--- config.mk ---
export PLATFORM = sky130hd
export DESIGN_NAME = lmsm_seq
export DESIGN_NICKNAME = d
export VERILOG_FILES = /design/src/rtl/lmsm_pkg.sv /design/src/rtl/lsb_pri_enc.sv /design/src/rtl/lmsm_seq.sv
export SDC_FILE = /design/constraint.sdc
export NUM_CORES = 1
export LEC_CHECK = 0
export CORE_ASPECT_RATIO = 0.9
export CORE_UTILIZATION = 40
export CTS_CLUSTER_DIAMETER = 100
export DETAILED_ROUTE_END_ITERATION = 8
export GPL_TIMING_DRIVEN = 0
export PLACE_DENSITY = 0.77
export SLEW_MARGIN = 20
export SYNTH_ARGS = -nofsm -noshare
export SYNTH_HDL_FRONTEND = slang
export SYNTH_SLANG_ARGS = --single-unit
--- constraint.sdc ---
create_clock -name clk -period 1.9 [get_ports clk]
set_input_delay 0.38 -clock clk [delete_from_list [all_inputs] [get_ports clk]]
set_output_delay 0.38 -clock clk [all_outputs]
set_load 0.05 [all_outputs]
--- src/rtl/lmsm_pkg.sv ---
// Shared types and constants for the LM/SM micro-op sequencer.
package lmsm_pkg;

    localparam int REG_W  = 3;
    localparam int MASK_W = 8;

    typedef enum logic {
        IDLE = 1'b0,
        RUN  = 1'b1
    } state_t;

    typedef logic uop_type_t;
    localparam uop_type_t UOP_LM = 1'b0;
    localparam uop_type_t UOP_SM = 1'b1;

endpackage

--- src/rtl/lsb_pri_enc.sv ---
// Lowest-set-bit encoder: index of the first set mask bit, the mask with
// that bit removed, and whether anything remains after removing it.
module lsb_pri_enc #(
    parameter int MASK_W = 8,
    parameter int REG_W  = 3
) (
    input  logic [MASK_W-1:0] mask,
    output logic [REG_W-1:0]  idx,
    output logic              found,
    output logic [MASK_W-1:0] rest,
    output logic              rest_zero
);

    // lower_any[i] is set when any bit below position i is set
    logic [MASK_W-1:0] lower_any;
    logic [MASK_W-1:0] first;

    assign lower_any[0] = 1'b0;

    generate
        for (genvar gi = 1; gi < MASK_W; gi++) begin : g_prefix
            assign lower_any[gi] = lower_any[gi-1] | mask[gi-1];
        end
    endgenerate

    assign first     = mask & ~lower_any;
    assign found     = |mask;
    assign rest      = mask & ~first;
    assign rest_zero = (rest == '0);

    // first is one-hot (or zero), so OR-ing the indices yields the position
    always_comb begin
        idx = '0;
        for (int i = 0; i < MASK_W; i++) begin
            if (first[i]) begin
                idx = idx | REG_W'(i);
            end
        end
    end

endmodule

--- src/rtl/lmsm_seq.sv ---
// LM/SM expander: turns one multi-register instruction into a stream of
// single-register memory micro-ops, lowest register first.
module lmsm_seq
    import lmsm_pkg::*;
#(
    parameter int REG_W  = lmsm_pkg::REG_W,
    parameter int MASK_W = lmsm_pkg::MASK_W
) (
    input  logic              clk,
    input  logic              rst_n,
    input  logic              id_valid,
    input  logic              id_is_lm,
    input  logic              id_is_sm,
    input  logic [REG_W-1:0]  id_ra,
    input  logic [MASK_W-1:0] id_mask,
    input  logic              stall_in,
    input  logic              flush,
    output logic              seq_busy,
    output logic              uop_valid,
    output logic              uop_lm,
    output logic              uop_sm,
    output logic [REG_W-1:0]  uop_rd,
    output logic [REG_W-1:0]  uop_ra,
    output logic [2:0]        uop_offset,
    output logic              uop_last
);

    state_t            state_reg;
    logic [MASK_W-1:0] mask_reg;
    logic [REG_W-1:0]  ra_reg;
    uop_type_t         type_reg;
    logic [2:0]        cnt_reg;

    logic [REG_W-1:0]  enc_idx;
    logic              enc_found;
    logic [MASK_W-1:0] enc_rest;
    logic              enc_rest_zero;

    lsb_pri_enc #(
        .MASK_W (MASK_W),
        .REG_W  (REG_W)
    ) u_enc (
        .mask      (mask_reg),
        .idx       (enc_idx),
        .found     (enc_found),
        .rest      (enc_rest),
        .rest_zero (enc_rest_zero)
    );

    assign seq_busy = (state_reg == RUN);

    always_ff @(posedge clk) begin
        if (!rst_n) begin
            state_reg  <= IDLE;
            mask_reg   <= '0;
            ra_reg     <= '0;
            type_reg   <= UOP_LM;
            cnt_reg    <= '0;
            uop_valid  <= 1'b0;
            uop_lm     <= 1'b0;
            uop_sm     <= 1'b0;
            uop_rd     <= '0;
            uop_ra     <= '0;
            uop_offset <= '0;
            uop_last   <= 1'b0;
        end else if (flush) begin
            state_reg <= IDLE;
            mask_reg  <= '0;
            uop_valid <= 1'b0;
            uop_lm    <= 1'b0;
            uop_sm    <= 1'b0;
            uop_last  <= 1'b0;
        end else if (!stall_in) begin
            case (state_reg)
                IDLE: begin
                    uop_valid <= 1'b0;
                    uop_lm    <= 1'b0;
                    uop_sm    <= 1'b0;
                    uop_last  <= 1'b0;
                    if (id_valid && (id_is_lm || id_is_sm)) begin
                        mask_reg <= id_mask;
                        ra_reg   <= id_ra;
                        type_reg <= id_is_lm ? UOP_LM : UOP_SM;
                        cnt_reg  <= '0;
                        // An empty register list retires as a NOP
                        if (id_mask != '0) begin
                            state_reg <= RUN;
                        end
                    end
                end
                RUN: begin
                    if (enc_found) begin
                        uop_valid  <= 1'b1;
                        uop_lm     <= (type_reg == UOP_LM);
                        uop_sm     <= (type_reg == UOP_SM);
                        uop_ra     <= ra_reg;
                        uop_rd     <= enc_idx;
                        uop_offset <= cnt_reg;
                        uop_last   <= enc_rest_zero;
                        mask_reg   <= enc_rest;
                        cnt_reg    <= cnt_reg + 3'd1;
                        if (enc_rest_zero) begin
                            state_reg <= IDLE;
                        end
                    end else begin
                        // Unreachable with a consistent mask; recover quietly
                        uop_valid <= 1'b0;
                        uop_last  <= 1'b0;
                        state_reg <= IDLE;
                    end
                end
                default: state_reg <= IDLE;
            endcase
        end
    end

endmodule

==> results.py <==
metrics = {
    "drt": {
        "drtIter0Drc": 44,
        "num_vias": 1316,
        "wire_per_inst_um": 14.2,
        "routed_wl_um": 3470,
        "drc_errors": 0,
        "drtPass1Iterations": 4,
        "via_per_inst": 5.39,
        "ant_nets": 0,
    },
    "synth": {
        "syn-instance-count": 157,
        "async_flop_share": 0,
        "synth_cell_type_count": 42,
        "synth-seq-cells": 29,
        "ys_seq_area_frac": 0.405,
        "syn_avg_cell_area_um2": 9.13,
        "yosysWarnings": 0,
        "synth_area_leaders": "dfxtp_1 (40%), mux2i_1 (6.3%), nor2b_1 (4.8%)",
        "synth_edf_count": 0,
        "yosysTopAreaCell": "dfxtp_1",
        "synth_fp_nets": 176,
        "synthesis.area_um2": 1430,
        "synth_ff_type": "dfxtp_1",
        "yosysTopAreaCellShare": 0.405,
    },
    "worst_setup_path": {
        "cp_num_buf_inv": 1,
        "path_max_fanout": 3,
        "cpPeakStageDelay_ns": 0.83,
        "critPathLaunch": "uop_sm$_SDFFE_PP0P_",
        "r2r_slack_ns": 0.07,
        "criticalPathCategory": "reg2out",
        "r2r-end": "seq_busy$_SDFFE_PP0N_",
        "cp_slowest_cell": "clkdlybuf4s50_1",
        "rr_worst_depth": 6,
        "crit_cells": 1,
        "arrival_ns": 1.48,
        "cp-end-kind": "output pin",
        "critPathRequiredTime_ns": 1.52,
        "crit-reg2reg-launch": "mask_reg[0]$_SDFFE_PP0P_",
        "cp-endpoint": "uop_sm",
        "crit_chain": "clkdlybuf4s50_1",
        "cpLargestDelayFamily": "buffers and inverters",
        "critPathLaunchType": "flop",
    },
    "pwr": {
        "powerDensity_nw_per_um2": 641,
        "power_w": 0.00125,
        "max-vdd-ir-drop_uv": 391,
        "p_leak_nw": 0.693,
    },
    "global_route": {
        "grt_max_degree": 11,
        "grt_first_pass_wirelength_um": 5610,
        "grt.total_usage": 0.193,
        "grt_pass1_vias": 1286,
        "antenna_found_initial": 0,
        "grt_overflow": 0,
    },
    "floorplan": {
        "fp-row-count": 20,
        "die_x_um": 65.1,
        "core_area_um2": 3400,
        "dieArea_um2": 3830,
        "die_h_um": 58.8,
        "start_util": 0.421,
        "io_pins": 32,
    },
    "placement": {
        "hpwl_um": 2480,
        "numPortBuffers": 30,
        "routabilityCongestion": 0.803,
        "dpl_worst_slack_ns": -0.302,
    },
    "timing": {
        "fmax_mhz": 537,
        "final.period_utilization": 0.980,
        "timing.slew.headroom": 0.660,
        "setup_viol": 0,
        "drv_slew": 0,
        "worstMarginPinSlew_ns": 0.509,
        "period_minus_slack_ns": 1.86,
        "final_hold_viol_count": 0,
        "fin_skew_ns": 0.00340,
        "finalWorstSetupSlack_ns": 0.0376,
    },
    "final_layout": {
        "syn_to_final_growth_pct": 35.6,
        "final_common_cell": "clkdlybuf4s50_1",
        "largest_reg_flops": 8,
        "antennaDiodeCount": 0,
        "fin_nets": 218,
        "drive_gt1_frac": 0.160,
        "mostFrequentLayoutCells": "clkdlybuf4s50_1 (29), dfxtp_1 (26), nand2_1 (14)",
    },
    "clock_network": {
        "cts.sinks": 29,
        "cts_tree": "done",
        "cts_hold_buf": 0,
        "cts.reportedPaths.clkPinSlew_ns": 0.06,
        "cts_made_buffers": 5,
        "h-tree-depth": 2,
        "clockRootBuffer": "clkbuf_8",
        "clock_latency_ns": 0.28,
        "clk_path_buf_depth": 2,
    },
    "job": {
        "max_cap_violations": 0,
    },
    "status": {
        "status": "finished, final reports clean",
    },
    "hold_path": {
        "min_path_type": "reg2reg",
        "min_from": "uop_valid$_SDFFE_PP0N_",
    },
}
cell type report:
type	instances	area, µm²
Sequential cell	29	584
Inverter	4	15.0
Buffer	9	57.6
Tap cell	44	55.1
Clock inverter	2	10.0
Fill cell	316	1460
Timing Repair Buffer	36	348
Clock buffer	6	72.6
Multi-Input combinational cell	114	802
cells by family after synthesis:
group	synth area share
multiplexers	0.0628
flip-flops	0.405
adder cells (fa/ha/maj)	0.0166
AO/OA/AOI/OAI	0.234
XOR/XNOR	0.00611
AND/OR/NAND/NOR	0.224
buffers and inverters	0.0515
metrics by stage:
step | cells | cell area [µm²] | hold slack [ns] | setup TNS [ns] | util
2_1_floorplan | 157 | 1440 | 0.452 | 0 | -
3_3_place_gp | 231 | 1790 | 0.460 | -2.30 | 0.526
3_5_place_dp | 231 | 1790 | 0.465 | -2.86 | 0.526
4_1_cts | 242 | 1900 | 0.479 | 0 | 0.557
5_1_grt | 244 | 1940 | 0.498 | -0.00541 | 0.571
6_report | 244 | 1940 | 0.475 | 0 | 0.571
worst reg2reg max path, cell delays in order (launching register included):
cell      delay [ns]
dfxtp_1         0.30
buf_6           0.13
or4_4           0.54
maj3_2          0.33
o21ai_2         0.13
a21boi_2        0.09
o221a_1         0.20
layer usage:
layer / share of wire / up-vias / wire (µm) / GRT usage
met5: 0 / - / 0 / 0
met4: 0.023 / 0 / 80 / 0.118
met3: 0.035 / 9 / 120 / 0.0523
met2: 0.47 / 34 / 1630 / 0.307
met1: 0.47 / 626 / 1640 / 0.233
li1: - / 647 / - / -
worst min path at each step:
stage | to | slack [ns] | cells past startpoint
finish | uop_valid$_SDFFE_PP0N_ | 0.47 | 2
global route | uop_valid$_SDFFE_PP0N_ | 0.50 | 2
CTS | uop_valid$_SDFFE_PP0N_ | 0.48 | 2
detailed placement | uop_valid$_SDFFE_PP0N_ | 0.46 | 2
global placement | uop_valid$_SDFFE_PP0N_ | 0.46 | 2
floorplan | cnt_reg[1]$_SDFFE_PN0P_ | 0.45 | 2
power breakdown:
group	internal (W)	switching (W)	leakage, nW	total [W]
sequential	0.000615	0.00000877	0.236	0.000624
clock	0.000253	0.000227	0.0450	0.000480
combinational	0.0000749	0.0000671	0.413	0.000142
Yosys cell counts, drive strengths merged (2+ instances only):
| library cell | number |
|---|---|
| a211oi | 2 |
| a21boi | 4 |
| a21o | 2 |
| a21oi | 9 |
| a22o | 2 |
| a22oi | 2 |
| a32o | 4 |
| and2 | 2 |
| buf | 5 |
| clkbuf | 5 |
| dfxtp | 29 |
| inv | 4 |
| mux2i | 9 |
| nand2 | 14 |
| nand2b | 3 |
| nor2 | 10 |
| nor2b | 11 |
| nor3 | 4 |
| nor3b | 2 |
| nor4 | 4 |
| o211ai | 2 |
| o21ai | 13 |
| or3 | 2 |
what timing repair did:
item | in CTS | in global routing
pin swaps | 1 | 1
endpoints found under the setup margin | 1 | 11
hold endpoints to repair | 0 | 0
resized for setup | 0 | 10
setup buffers | 3 | 3
Power figures use the tool's default switching activity.
